### src/rtl/hack_cpu_mc.sv
// Multi-cycle Hack CPU core with valid/ack handshakes toward instruction ROM and
// data memory. One instruction retires per FETCH..commit walk; a taken jump to
// its own PC parks the core in HALT until reset.
module hack_cpu_mc #(
  parameter int DATA_WIDTH = 16,
  parameter int ADDR_WIDTH = 15
) (
  input  logic                  i_CLK,
  input  logic                  i_RESET_n,
  output logic                  o_Instr_Req,
  output logic [ADDR_WIDTH-1:0] o_PC,
  input  logic                  i_Instr_Valid,
  input  logic [DATA_WIDTH-1:0] i_Instruction,
  output logic                  o_Mem_Rd,
  output logic                  o_Mem_Wr,
  output logic [ADDR_WIDTH-1:0] o_Address_Mem,
  output logic [DATA_WIDTH-1:0] o_Mem,
  input  logic                  i_Mem_Ack,
  input  logic [DATA_WIDTH-1:0] i_Mem,
  output logic                  o_Retire,
  output logic                  o_Halted
);

  typedef enum logic [2:0] {
    IDLE  = 3'd0,
    FETCH = 3'd1,
    READ  = 3'd2,
    EXEC  = 3'd3,
    WRITE = 3'd4,
    HALT  = 3'd5
  } state_t;

  localparam logic [ADDR_WIDTH-1:0] PC_ONE = ADDR_WIDTH'(1);

  state_t                  state_reg, state_next;
  logic [ADDR_WIDTH-1:0]   pc_reg;
  logic [DATA_WIDTH-1:0]   a_reg, d_reg, ir_reg, m_reg;
  logic [ADDR_WIDTH-1:0]   wr_addr_reg;
  logic [DATA_WIDTH-1:0]   wr_data_reg;
  logic                    retire_reg;

  logic [DATA_WIDTH-1:0]   x_val, y_val, alu_out;
  logic                    is_c, zr, ng, taken, halt_hit, commit;
  logic [ADDR_WIDTH-1:0]   jump_target, pc_inc;

  assign is_c        = ir_reg[DATA_WIDTH-1];
  assign jump_target = a_reg[ADDR_WIDTH-1:0];
  assign pc_inc      = pc_reg + PC_ONE;

  // Hack ALU: X is always D, Y is old A or the fetched M operand
  always_comb begin
    x_val = d_reg;
    y_val = ir_reg[12] ? m_reg : a_reg;
    if (ir_reg[11]) x_val = '0;
    if (ir_reg[10]) x_val = ~x_val;
    if (ir_reg[9])  y_val = '0;
    if (ir_reg[8])  y_val = ~y_val;
    alu_out = ir_reg[7] ? (x_val + y_val) : (x_val & y_val);
    if (ir_reg[6])  alu_out = ~alu_out;
  end

  assign zr       = (alu_out == '0);
  assign ng       = alu_out[DATA_WIDTH-1];
  assign taken    = is_c & ((ir_reg[2] & ng) | (ir_reg[1] & zr) | (ir_reg[0] & ~zr & ~ng));
  assign halt_hit = taken & (jump_target == pc_reg);

  // Next-state logic; commit marks the single edge that updates architectural state
  always_comb begin
    state_next = state_reg;
    commit     = 1'b0;
    case (state_reg)
      IDLE:  state_next = FETCH;
      FETCH: begin
        if (i_Instr_Valid) begin
          if (i_Instruction[DATA_WIDTH-1] && i_Instruction[12]) state_next = READ;
          else                                                  state_next = EXEC;
        end
      end
      READ:  if (i_Mem_Ack) state_next = EXEC;
      EXEC: begin
        if (is_c && ir_reg[3]) begin
          state_next = WRITE;
        end else begin
          commit     = 1'b1;
          state_next = halt_hit ? HALT : FETCH;
        end
      end
      WRITE: begin
        if (i_Mem_Ack) begin
          commit     = 1'b1;
          state_next = halt_hit ? HALT : FETCH;
        end
      end
      HALT:    state_next = HALT;
      default: state_next = IDLE;
    endcase
  end

  // State register
  always_ff @(posedge i_CLK) begin
    if (!i_RESET_n) state_reg <= IDLE;
    else            state_reg <= state_next;
  end

  // Datapath: operand capture during the walk, architectural update only on commit
  always_ff @(posedge i_CLK) begin
    if (!i_RESET_n) begin
      pc_reg      <= '0;
      a_reg       <= '0;
      d_reg       <= '0;
      ir_reg      <= '0;
      m_reg       <= '0;
      wr_addr_reg <= '0;
      wr_data_reg <= '0;
      retire_reg  <= 1'b0;
    end else begin
      retire_reg <= commit;
      if (state_reg == FETCH && i_Instr_Valid) ir_reg <= i_Instruction;
      if (state_reg == READ && i_Mem_Ack)      m_reg  <= i_Mem;
      if (state_reg == EXEC && is_c && ir_reg[3]) begin
        wr_addr_reg <= a_reg[ADDR_WIDTH-1:0];
        wr_data_reg <= alu_out;
      end
      if (commit) begin
        if (!is_c) begin
          a_reg <= {1'b0, ir_reg[DATA_WIDTH-2:0]};
        end else begin
          if (ir_reg[5]) a_reg <= alu_out;
          if (ir_reg[4]) d_reg <= alu_out;
        end
        pc_reg <= taken ? jump_target : pc_inc;
      end
    end
  end

  assign o_Instr_Req   = (state_reg == FETCH);
  assign o_Mem_Rd      = (state_reg == READ);
  assign o_Mem_Wr      = (state_reg == WRITE);
  assign o_Halted      = (state_reg == HALT);
  assign o_PC          = pc_reg;
  assign o_Address_Mem = (state_reg == WRITE) ? wr_addr_reg : a_reg[ADDR_WIDTH-1:0];
  assign o_Mem         = wr_data_reg;
  assign o_Retire      = retire_reg;

endmodule

### config.mk
export PLATFORM = sky130hd
export DESIGN_NAME = hack_cpu_mc
export DESIGN_NICKNAME = d
export VERILOG_FILES = /design/src/rtl/hack_cpu_mc.sv
export SDC_FILE = /design/constraint.sdc
export NUM_CORES = 1
export LEC_CHECK = 0
export ABC_AREA = 0
export CORE_ASPECT_RATIO = 0.9
export CORE_UTILIZATION = 40
export DETAILED_ROUTE_END_ITERATION = 6
export SYNTH_ARGS = -nofsm -noshare
export SYNTH_HDL_FRONTEND = slang
export SYNTH_SLANG_ARGS = --single-unit
### constraint.sdc
create_clock -name i_CLK -period 4.4 [get_ports i_CLK]
set_input_delay 0.44 -clock i_CLK [delete_from_list [all_inputs] [get_ports i_CLK]]
set_output_delay 0.44 -clock i_CLK [all_outputs]
set_load 0.005 [all_outputs]
## Word-level counts from Yosys, hierarchy flattened

Cells that the tools add are included.

- Register bits: 114
- Bits in latches: 0
- Memory bits (writable): 0
- Bits in read-only memories: 0
- Input port bits: 36
- Output and inout port bits: 51
- Memories kept: 0

- Add/subtract/negate cells: 2
- $mul: 0
- Div/mod/pow operators: 0
- $lt $le $gt $ge: 0
- Equal/unequal tests: 10
- Shift-type cells: 0
- Muxes and demuxes: 21
- Bitwise operators: 14
- Reduce and logical (&&, ||, !) cells: 11

Operators by type and width:

| kind | count |
|---|---|
| $mux W16 | 9 |
| $not A16 Y16 | 3 |
| $mux W15 | 2 |
| $pmux W3 S6 | 1 |
| $add A16 B16 Y16 | 1 |
| $and A16 B16 Y16 | 1 |
| $logic_not A16 Y1 | 1 |
| $add A15 B1 Y15 const B | 1 |
| $eq A15 B15 Y1 | 1 |
| $mux W3 | 5 |
| $and A1 B1 Y1 | 6 |
| $eq A3 B2 Y1 const B | 2 |
| $eq A3 B3 Y1 const B | 2 |
| $logic_and A1 B1 Y1 | 6 |
| $ne A2 B1 Y1 const B | 3 |
| $reduce_and A3 Y1 | 2 |
| $eq A3 B1 Y1 const B | 1 |
| $logic_not A3 Y1 | 1 |
| $mux W1 | 3 |
| $ne A2 B2 Y1 const B | 1 |
| $not A1 Y1 | 2 |
| $or A1 B1 Y1 | 2 |
| $pmux W1 S2 | 1 |
| $reduce_and A2 Y1 | 1 |

## Depth between registers and ports, before layout

Gate-level depths: netlist of the first run.

- Word-level depth: 18
- Gate-level depth with buffers: 20

## Worst setup path before layout of the first run

Ideal clock, no wire load.

- Kind: flip-flop to flip-flop
- Start: register ir_reg[12]
- End: register pc_reg[10], in the netlist o_PC[10]
- Arrival: 4.474 ns
- Data required time: 4.326 ns
- Setup slack: -0.148 ns
- Cell stages (with the launch flop): 20
- Clock period less this slack: 4.548 ns
- Cells stage by stage: dfxtp_1 -> clkbuf_1 -> clkbuf_1 -> mux2i_1 -> nor2_1 -> xor2_1 -> ha_1 -> and3_1 -> a221oi_2 -> xnor2_1 -> mux2_2 -> or4b_1 -> o31a_1 -> nor4_4 -> nand3_2 -> o311ai_4 -> buf_6 -> buf_8 -> nand3_1 -> a31oi_1

- Word-level cells in the longest chain between the ends: 15
- Elaborated cells on any way between the ends: 20
- Classes of those cells: add/sub: 1; mux: 6; bitwise: 12; reduce/logical: 1

RTL lines:

| what | line | text |
|---|---|---|
| from (decl) | 37 | `logic [DATA_WIDTH-1:0] a_reg, d_reg, ir_reg, m_reg;` |
| from (signal assigned) | 118 | `if (state_reg == FETCH && i_Instr_Valid) ir_reg <= i_Instruction;` |
| $mux W16 (*) | 53 | `y_val = ir_reg[12] ? m_reg : a_reg;` |
| $mux W16 (*) | 56 | `if (ir_reg[9]) y_val = '0;` |
| $not A16 Y16 | 57 | `if (ir_reg[8]) y_val = ~y_val;` |
| $mux W16 (*) | 57 |  |
| $add A16 B16 Y16 / $and A16 B16 Y16 (equally long branches) | 58 | `alu_out = ir_reg[7] ? (x_val + y_val) : (x_val & y_val);` |
| $mux W16 (*) | 58 |  |
| $not A16 Y16 | 59 | `if (ir_reg[6]) alu_out = ~alu_out;` |
| $mux W16 (*) | 59 |  |
| $logic_not A16 Y1 | 62 | `assign zr = (alu_out == '0);` |
| $not A1 Y1 | 64 | `assign taken = is_c & ((ir_reg[2] & ng) \| (ir_reg[1] & zr) \| (ir_reg[0] & ~zr & ~ng));` |
| $and A1 B1 Y1 (2 in series) | 64 |  |
| $or A1 B1 Y1 (*) | 64 |  |
| $and A1 B1 Y1 (*) | 64 |  |
| $mux W15 (*) | 131 | `pc_reg <= taken ? jump_target : pc_inc;` |
| to (signal assigned) | 131 |  |
| to (decl) | 36 | `logic [ADDR_WIDTH-1:0] pc_reg;` |

Mark *: on every way between the ends. The rest lies on a longest branch, timed or not.
A chain may end at the register's enable or synchronous reset.

## Worst setup path in the final report of the first run

- Start: register ir_reg[12]
- End: register pc_reg[0], in the netlist o_PC[0]

Same word-level chain as after synthesis.

==> results.yml, run 1 <==
timing:
  skew_ns: 0.009528
  fmax_ghz: 0.2380
  fin_setup_tns_ns: 0
  rsz0062_at_grt: "yes"
  setup_viol: 0
  slew_viol_final: 0
  finalWorstSetupSlack_ns: 0.1990
  hold_violations: 0
  whs_ns: 0.4528
  worst-slew-pin-transition_ns: 1.258
  slew_headroom_pct: 15.83
  fin_crit_ns: 4.201
  fin_crit_sh_pct: 95.48
clocking:
  cts_made_buffers: 17
  clk_latency_ns: 0.42
  cts_tree: "done"
  clk_pin_slew_ns: 0.06
  clockBufferDepth: 2
  htreeDepth: 4
  cts_sinks: 114
  root_buffer: "clkbuf_16"
global_routing:
  antenna_found_initial: 0
  grt_max_degree: 83
  grt_pass1_wl_um: 32750
  overflow: 0
  grt_use_total_pct: 23.69
  first_global_vias: 6124
yosys:
  synth-seq-area-share_pct: 33.03
  syn_area_per_cell_um2: 7.702
  syn_inst: 897
  ys_ff_latch: 114
  syn_area_um2: 6909
  syn_nets: 951
  ys_warn_count: 0
  ys_async_sr_fraction_pct: 0
  synth_cell_types: 62
  synthFlopType: "dfxtp_1"
  synth_edf_count: 0
finish:
  final_nets: 1045
  n_antenna_cell: 0
  fin_util_pct: 52.23
  drive_gt1_share_pct: 12.25
  final_cells: 1215
  syn_to_final_growth_pct: 27.69
critical_path:
  r2r.worst_path.cells: 17
  r2r-start: "ir_reg[12]"
  cp-startpoint: "ir_reg[12]"
  cp_num_buf_inv: 2
  end_kind: "flip-flop"
  worstPathRequired_ns: 4.74
  crit_chain: "buf_12, mux2i_1, nor2_1, xor2_1, fa_2, a21o_1, a221oi_2, xnor2_1, mux2_2, or4b_1, o31a_1, nor4_4, a311o_1, o311ai_4, buf_12, or3_1, a31oi_1"
  cp_max_fo: 15
  r2r_slack_ns: 0.20
  critPathLaunchType: "flip-flop"
  cp_top_family: "compound AO/OA/AOI/OAI gates"
  worstSetupPathType: "flip-flop to flip-flop"
  crit_slowest_cell: "or4b_1"
  r2r-end: "o_PC[0]"
  max_stage_delay_ns: 0.47
  cpMostUsedCell: "buf_12"
  arrival_ns: 4.54
power:
  p_int_uw: 2076
  p_seq_share_pct: 38.1
  power.density_nw_per_um2: 329.0
  power.switching_uw: 826.4
  power_leakage_uw: 0.003198
  peakVddDrop_v: 0.0002479
  p_clk_share_pct: 46.2
  combPwrFrac_pct: 15.7
  swShare_pct: 28.47
worst_hold_path:
  hp-start: "o_Mem[0]"
  whs_path_depth: 2
  whs_endpoint: "o_Mem[0]"
  hold_path.class: "flip-flop to flip-flop"
detailed_routing:
  drt_iter0_markers: 548
  wl_per_cell_um: 17.28
  vias: 6600
  antenna_left: 0
  drc_errors: 0
  wl_met2_um: 8911
  routed-wl-met3_um: 1217
  top_layer: "met4"
  dr.pass1.iters: 5
  drt_wl_total_um: 21000
  wl_met1_um: 10580
  routed_via_density: 5.432
place:
  finalWeightedCongestion: 0.8474
  hpwlAfterDp_um: 14810
  place_inst: 1179
  dp_slack_ns: 0.03413
  io_buffers: 86
run_status:
  status: "finished, final reports clean"
die:
  die_h_um: 126.7
  core_area_um2: 16890
  boundaryPins: 87
  dieArea_um2: 17800
  fp.dieW_um: 140.5
  num_rows: 45
  initial_core_util_pct: 40.90
flow_run:
  cap_violations: 0
cells in the mapped netlist, types with 3 or more instances:
library cell | instances | area share (%)
a21o_1 | 19 | 2.1
nand2_1 | 206 | 11
mux2_2 | 16 | 2.6
nor2b_1 | 5 | 0.45
xnor2_1 | 43 | 5.5
nor3_1 | 3 | 0.22
nor2_1 | 55 | 3.0
a21oi_1 | 94 | 6.8
nand4_1 | 9 | 0.81
xor2_1 | 25 | 3.2
o21a_1 | 5 | 0.54
o21ai_0 | 11 | 0.80
nand3b_1 | 3 | 0.33
nor4_1 | 3 | 0.27
or2_2 | 6 | 0.54
inv_1 | 8 | 0.43
buf_1 | 6 | 0.33
o211ai_1 | 3 | 0.33
a31oi_1 | 17 | 1.5
dfxtp_1 | 114 | 33
ha_1 | 17 | 3.1
mux2i_1 | 39 | 5.7
clkbuf_1 | 54 | 2.9
nand2b_1 | 21 | 1.9
a211oi_1 | 22 | 2.4
nand3_1 | 28 | 2.0
or3_1 | 23 | 2.1
per-layer routing:
metal / track usage [%] / vias to the layer above
li1: - / 3286
met1: 34.41 / 3087
met2: 35.68 / 203
met3: 3.888 / 24
met4: 7.417 / 0
met5: 0 / -
stage by stage:
step / instance area, um^2 / power, uW
floorplan: 6913 / 1381
finish: 8822 / 2902
global placement: 8164 / 1571
CTS: 8732 / 2906
detailed placement: 8164 / 1571
global route: 8822 / 3000
logic make-up (layout without fill, tap and decap cells):
family                   after synthesis  after routing  share of synthesized area, %
AO/OA/AOI/OAI                        192            192                         17.57
XOR/XNOR                              68             68                         8.620
AND/OR/NAND/NOR                      377            377                         24.77
flip-flops                           114            114                         33.03
multiplexers                          55             55                         8.258
adder cells (fa/ha/maj)               19             19                         3.513
buffers and inverters                 72            179                         4.237
worst reg2reg max path, delay by kind of cell, from the launching register on:
family	cells	cell delay (ns)
buf+inv	2	0.32
flops	1	0.36
mux	2	0.47
fa+ha+maj	1	0.39
xor+xnor	2	0.31
simple gates	4	1.07
compound gates	6	1.21
cell type report:
type / instances / area, um^2
clock inverters: 14 / 128.9
clock buffers: 18 / 439.2
multi-input cells: 711 / 4374
well taps: 211 / 264.0
inverters: 9 / 35.03
fillers: 1642 / 8069
repair buffers: 138 / 1297
flip-flops and latches: 114 / 2283
worst max path at each step:
stage	slack (ns)	cells after the start	end
global route	-0.08	17	o_PC[0]
detailed placement	0.03	17	o_PC[0]
CTS	0.01	17	o_PC[0]
global placement	0.10	17	o_PC[0]
finish	0.20	17	o_PC[0]
floorplan	0.06	17	o_PC[10]
power by group through the flow:
stage	Sequential [uW]	Clock, uW	Combinational [uW]
3_3_place_gp	1130	0	443
2_1_floorplan	1120	0	266
4_1_cts	1110	1350	445
6_report	1110	1340	454
3_5_place_dp	1130	0	442
5_1_grt	1110	1390	495
what timing repair did:
item | in CTS | in global routing
resized for setup | 0 | 10
endpoints found under the hold margin | 0 | 0
endpoints found under the setup margin | 0 | 16
buffers inserted | 0 | 3
hold buffers | 0 | 0
cells in the final DEF, fill, tap and decap left out, types with 18 or more instances in the layout:
cell / instances
nand2b_1: 21
nand3_1: 28
xnor2_1: 43
mux2i_1: 39
buf_4: 48
a21o_1: 19
nand2_1: 206
dfxtp_1: 113
clkdlybuf4s50_1: 86
a21oi_1: 94
a211oi_1: 20
or3_1: 23
clkbuf_16: 18
xor2_1: 25
nor2_1: 54
No activity file was read; power rests on OpenSTA's default activity.
==> run 2: changes to the inputs <==
==> constraint.sdc (replaced) <==
create_clock -name i_CLK -period 4 [get_ports i_CLK]
set_input_delay 0.4 -clock i_CLK [delete_from_list [all_inputs] [get_ports i_CLK]]
set_output_delay 0.4 -clock i_CLK [all_outputs]
set_load 0.005 [all_outputs]
==> run 2 against run 1 <==
  * The run now ends with negative setup slack left
  * Cell count up 4.0%
  * Sequential share of layout area down 1.2 points
  * Routed wire length up 3.1%
  * Via count up 2.6%
  * Critical path type unchanged
  * Highest routed layer unchanged
==> results.yml, run 2 (synthesis results as in run 1) <==
detailed_routing:
  drt_iter0_markers: 605
  routed_via_density: 5.359
  dr.pass1.iters: 5
  drc_errors: 0
  vias: 6769
  wl_per_cell_um: 17.15
  drt_wl_total_um: 21660
  antenna_left: 0
timing:
  finalWorstSetupSlack_ns: -0.1741
  rsz0062_at_grt: "yes"
  slew_viol_final: 0
  setup_viol: 16
  skew_ns: 0.02322
  hold_violations: 0
  fin_crit_sh_pct: 104.4
  worst-slew-pin-transition_ns: 1.014
  fin_crit_ns: 4.174
  fmax_ghz: 0.2396
  slew_headroom_pct: 32.41
  fin_setup_tns_ns: -1.842
finish:
  seq_area_um2: 2286
  drive_gt1_share_pct: 16.54
  final_common_cell: "nand2_1"
  nFillCells: 1616
  multi_input_area_um2: 4387
  fin_util_pct: 54.79
  syn_to_final_growth_pct: 33.94
  final_cells: 1263
  n_antenna_cell: 0
  layout_common_cells: "206 x nand2_1, 113 x dfxtp_1, 93 x a21oi_1"
  final_nets: 1093
global_routing:
  first_global_vias: 6292
  grt_use_total_pct: 25.33
  grt_pass1_wl_um: 34600
  antenna_found_initial: 0
  overflow: 0
  grt_max_degree: 76
critical_path:
  worstPathRequired_ns: 4.28
  cp_max_fo: 14
  critPathLaunchType: "flip-flop"
  arrival_ns: 4.46
  end_kind: "flip-flop"
  worstSetupPathType: "flip-flop to flip-flop"
clocking:
  clk_pin_slew_ns: 0.06
  clockBufferDepth: 2
  postCtsHoldBufs: 0
  cts_made_buffers: 17
  htreeDepth: 4
  cts_tree: "done"
  cts_sinks: 114
  clk_latency_ns: 0.44
  root_buffer: "clkbuf_16"
run_status:
  status: "finished with violations"
  violations: "negative setup slack"
power:
  p_clk_share_pct: 46.7
  power_leakage_uw: 0.003460
  p_int_uw: 2383
  power.density_nw_per_um2: 360.0
  peakVddDrop_v: 0.0003238
  swShare_pct: 28.47
  power.switching_uw: 948.7
  p_seq_share_pct: 36.4
  combPwrFrac_pct: 16.9
worst_hold_path:
  hold_path.class: "flip-flop to flip-flop"
place:
  hpwlAfterDp_um: 15440
  io_buffers: 86
  place_inst: 1222
  finalWeightedCongestion: 0.8782
die:
  die_h_um: 126.7
  core_area_um2: 16890
  fp.dieW_um: 140.5
  boundaryPins: 87
  dieArea_um2: 17800
  num_rows: 45
  initial_core_util_pct: 40.90
flow_run:
  cap_violations: 0
[run 2: cell count changes in the layout (fill, tap and decap cells not counted), sizes merged]
cell,delta
clkbuf,-2
inv,+1
clkinv,-1
buf,+49
bufinv,+1
[run 2: metal layers]
layer,track usage (%),wire length (um),vias up
met2,37.09,9027,224
met5,0,0,-
met3,4.455,1448,29
met1,37.17,10810,3128
li1,-,-,3388
met4,8.632,373,0
[run 2: power by group through the flow]
stage,clock network (uW),logic [uW],registers (uW)
2_1_floorplan,0,295,1230
3_3_place_gp,0,538,1240
3_5_place_dp,0,537,1240
4_1_cts,1570,558,1210
5_1_grt,1630,613,1220
6_report,1550,563,1210
[run 2: timing repair]
item                       CTS  global route
resized for setup           18             3
pin swaps                    6             2
setup buffers                9             0
gates cloned                 1             0
setup endpoints to repair   16            16
[run 2: layout make-up]
type / count / area share (%)
multi-input combinational: 711 / 47.40
sequential: 114 / 24.70
timing repair buffer: 186 / 18.20
clock buffer: 17 / 4.597
tap: 211 / 2.853
clock inverter: 15 / 1.866
inverter: 9 / 0.3786
[run 2: per-stage QoR]
stage / hold WS [ns] / worst slack, ns / instance area (um^2) / total power [uW]
after floorplan: 0.4329 / 0.007520 / 6940 / 1522
after detailed placement: 0.4466 / -0.3604 / 8517 / 1774
after global routing: 0.4644 / -0.3679 / 9254 / 3459
after CTS: 0.4549 / -0.1658 / 9256 / 3342
after global placement: 0.4402 / -0.2136 / 8517 / 1776
final: 0.4500 / -0.1741 / 9254 / 3332
[run 2: worst paths after layout]
path | from | end | slack [ns] | cells past startpoint
hold / removal | wr_addr_reg[10] | wr_addr_reg[10] | 0.45 | 2
setup reg to reg | ir_reg[10] | o_PC[1] | -0.17 | 16
setup / recovery | ir_reg[10] | o_PC[1] | -0.17 | 16
hold reg to reg | wr_addr_reg[10] | wr_addr_reg[10] | 0.45 | 2
[run 2: critical path, cell delays in order (launching register included)]
cell and delay (ns):
dfxtp_1 0.48, buf_4 0.34, xnor2_1 0.14, ha_1 0.32, a21o_1 0.24, a221oi_2 0.31
xnor2_1 0.14, mux2_4 0.28, or4b_4 0.48, o31a_1 0.14, nor4_4 0.18, buf_4 0.17
nand3_4 0.06, o311ai_4 0.30, buf_6 0.19, mux2i_2 0.21, o31ai_2 0.07
==> run 3: changes to the inputs <==
--- a/config.mk
+++ b/config.mk
@@ -9,6 +9,8 @@
 export CORE_ASPECT_RATIO = 0.9
 export CORE_UTILIZATION = 40
 export DETAILED_ROUTE_END_ITERATION = 6
+export GPL_ROUTABILITY_DRIVEN = 0
 export SYNTH_ARGS = -nofsm -noshare
 export SYNTH_HDL_FRONTEND = slang
 export SYNTH_SLANG_ARGS = --single-unit
+export TNS_END_PERCENT = 10
==> constraint.sdc (replaced) <==
create_clock -name i_CLK -period 3.5 [get_ports i_CLK]
set_input_delay 0.35 -clock i_CLK [delete_from_list [all_inputs] [get_ports i_CLK]]
set_output_delay 0.35 -clock i_CLK [all_outputs]
set_load 0.005 [all_outputs]
==> run 3 against run 2 <==
  * Highest routed layer unchanged
  * The run still ends with negative setup slack left
  * Register-to-register slack lost 0.49 ns
  * Via count grew 1.3%
  * Largest cell class unchanged
  * Combinational power is 12% higher
  * Critical endpoint is now o_PC[0]
==> results.yml, run 3 (synthesis results as in run 1) <==
clocking:
  root_buffer: "clkbuf_16"
  clk_pin_slew_ns: 0.05
  htreeDepth: 4
  cts_sinks: 114
  clockBufferDepth: 2
  cts_tree: "done"
  clk_latency_ns: 0.42
  cts_made_buffers: 17
finish:
  final_nets: 1107
  fin_util_pct: 55.16
  final_common_cell: "nand2_1"
  syn_to_final_growth_pct: 34.86
  n_antenna_cell: 0
  drive_gt1_share_pct: 17.48
  layout_common_cells: "206 x nand2_1, 113 x dfxtp_1, 108 x buf_4"
flow_run:
  cap_violations: 0
critical_path:
  arrival_ns: 4.50
  worstSetupPathType: "flip-flop to flip-flop"
  end_kind: "flip-flop"
  r2r-end: "o_PC[0]"
  cp_max_fo: 12
  cp-endpoint: "o_PC[0]"
  worstPathRequired_ns: 3.83
  r2r-start: "ir_reg[12]"
  critPathLaunchType: "flip-flop"
  cp-startpoint: "ir_reg[12]"
  r2r.worst_path.cells: 17
  r2r_slack_ns: -0.67
detailed_routing:
  wl_per_cell_um: 17.13
  drt_wl_total_um: 21840
  routed_via_density: 5.376
  vias: 6855
  drt_iter0_markers: 560
  drc_errors: 0
  antenna_left: 0
  dr.pass1.iters: 5
power:
  power.density_nw_per_um2: 387.3
  power_leakage_uw: 0.003509
  peakVddDrop_v: 0.0003304
  total_power_uw: 3609
die:
  num_rows: 45
  die_h_um: 126.7
  fp.dieW_um: 140.5
  initial_core_util_pct: 40.90
  boundaryPins: 87
  core_area_um2: 16890
  dieArea_um2: 17800
place:
  io_buffers: 86
  dp_slack_ns: -0.7371
  hpwlAfterDp_um: 15780
worst_hold_path:
  hold_path.class: "flip-flop to flip-flop"
timing:
  slew_headroom_pct: 26.34
  skew_ns: 0.008392
  finalWorstSetupSlack_ns: -0.6656
  rsz0062_at_grt: "yes"
  worst-slew-pin-transition_ns: 1.104
  fin_setup_tns_ns: -9.757
  slew_viol_final: 0
  setup_viol: 16
  fin_crit_ns: 4.166
  hold_violations: 0
  fmax_ghz: 0.2401
  fin_crit_sh_pct: 119.0
global_routing:
  overflow: 0
  antenna_found_initial: 0
  grt_max_degree: 69
  grt_use_total_pct: 25.05
  first_global_vias: 6302
  grt_pass1_wl_um: 34490
run_status:
  status: "finished with violations"
  violations: "negative setup slack"
## run 3: cell types whose count changed in the layout (fill, tap and decap cells not counted), moves of 2 or more
cell	delta
buf_4	+18
buf_6	-6
inv_6	-5
clkinv_2	+4
clkbuf_1	+3
o21ai_0	-3
clkinv_4	-2
o21ai_1	+2
xor2_1	-2
xor2_2	+2
## run 3: critical path, cell delays in order, from the launching register on
cell      delay (ns)
dfxtp_4         0.37
mux2i_1         0.19
nor2_1          0.07
xor2_1          0.15
ha_2            0.19
fa_2            0.34
a21o_1          0.20
a221oi_2        0.32
xnor2_1         0.14
mux2_4          0.27
or4b_1          0.46
o31a_1          0.15
nor4_4          0.19
a311o_1         0.26
o311ai_4        0.13
buf_12          0.17
or3_1           0.34
a31oi_1         0.16
## run 3: how the worst min path moves through the flow
| stage | depth (start not counted) | to | slack (ns) | from |
|---|---|---|---|---|
| floorplan | 2 | wr_addr_reg[0] | 0.43 | wr_addr_reg[0] |
| global placement | 2 | wr_addr_reg[12] | 0.44 | wr_addr_reg[12] |
| detailed placement | 2 | wr_addr_reg[6] | 0.45 | wr_addr_reg[6] |
| CTS | 2 | wr_addr_reg[11] | 0.45 | wr_addr_reg[11] |
| global route | 2 | wr_addr_reg[2] | 0.47 | wr_addr_reg[2] |
| finish | 2 | wr_addr_reg[13] | 0.45 | wr_addr_reg[13] |
## run 3: final cells by class
class,count,area [um^2]
Clock inverter,10,90.09
Clock buffer,20,436.7
Sequential cell,114,2286
Fill cell,1622,7574
Inverter,9,35.03
Multi-Input combinational cell,711,4409
Timing Repair Buffer,200,1797
Tap cell,211,264.0
## run 3: through the flow
stage,hold slack (ns),instance area (um^2),std cells
5_1_grt,0.4663,9318,1275
3_3_place_gp,0.4397,8691,1243
3_5_place_dp,0.4462,8691,1243
6_report,0.4515,9318,1275
2_1_floorplan,0.4329,6944,897
4_1_cts,0.4543,9238,1273
## run 3: power breakdown
group          leakage (uW)  switching [uW]  internal, uW
clock              0.000251             625           962
sequential         0.000924            55.0          1340
combinational       0.00233             313           317
total               0.00351             994          2610
## run 3: metal layers
metal | global-route usage, % | vias up | share of wire (%)
met1 | 36.41 | 3185 | 50
met4 | 7.353 | 0 | 1.7
met5 | 0 | - | 0
met2 | 37.15 | 223 | 42
met3 | 5.059 | 34 | 6.2
li1 | - | 3413 | -
## run 3: what timing repair did
item,in CTS,in global routing
pin swaps,7,4
buffers inserted,0,1
endpoints found under the setup margin,22,28
gates cloned,0,1
gates resized for setup,6,11
hold buffers,0,0
endpoints found under the hold margin,0,0
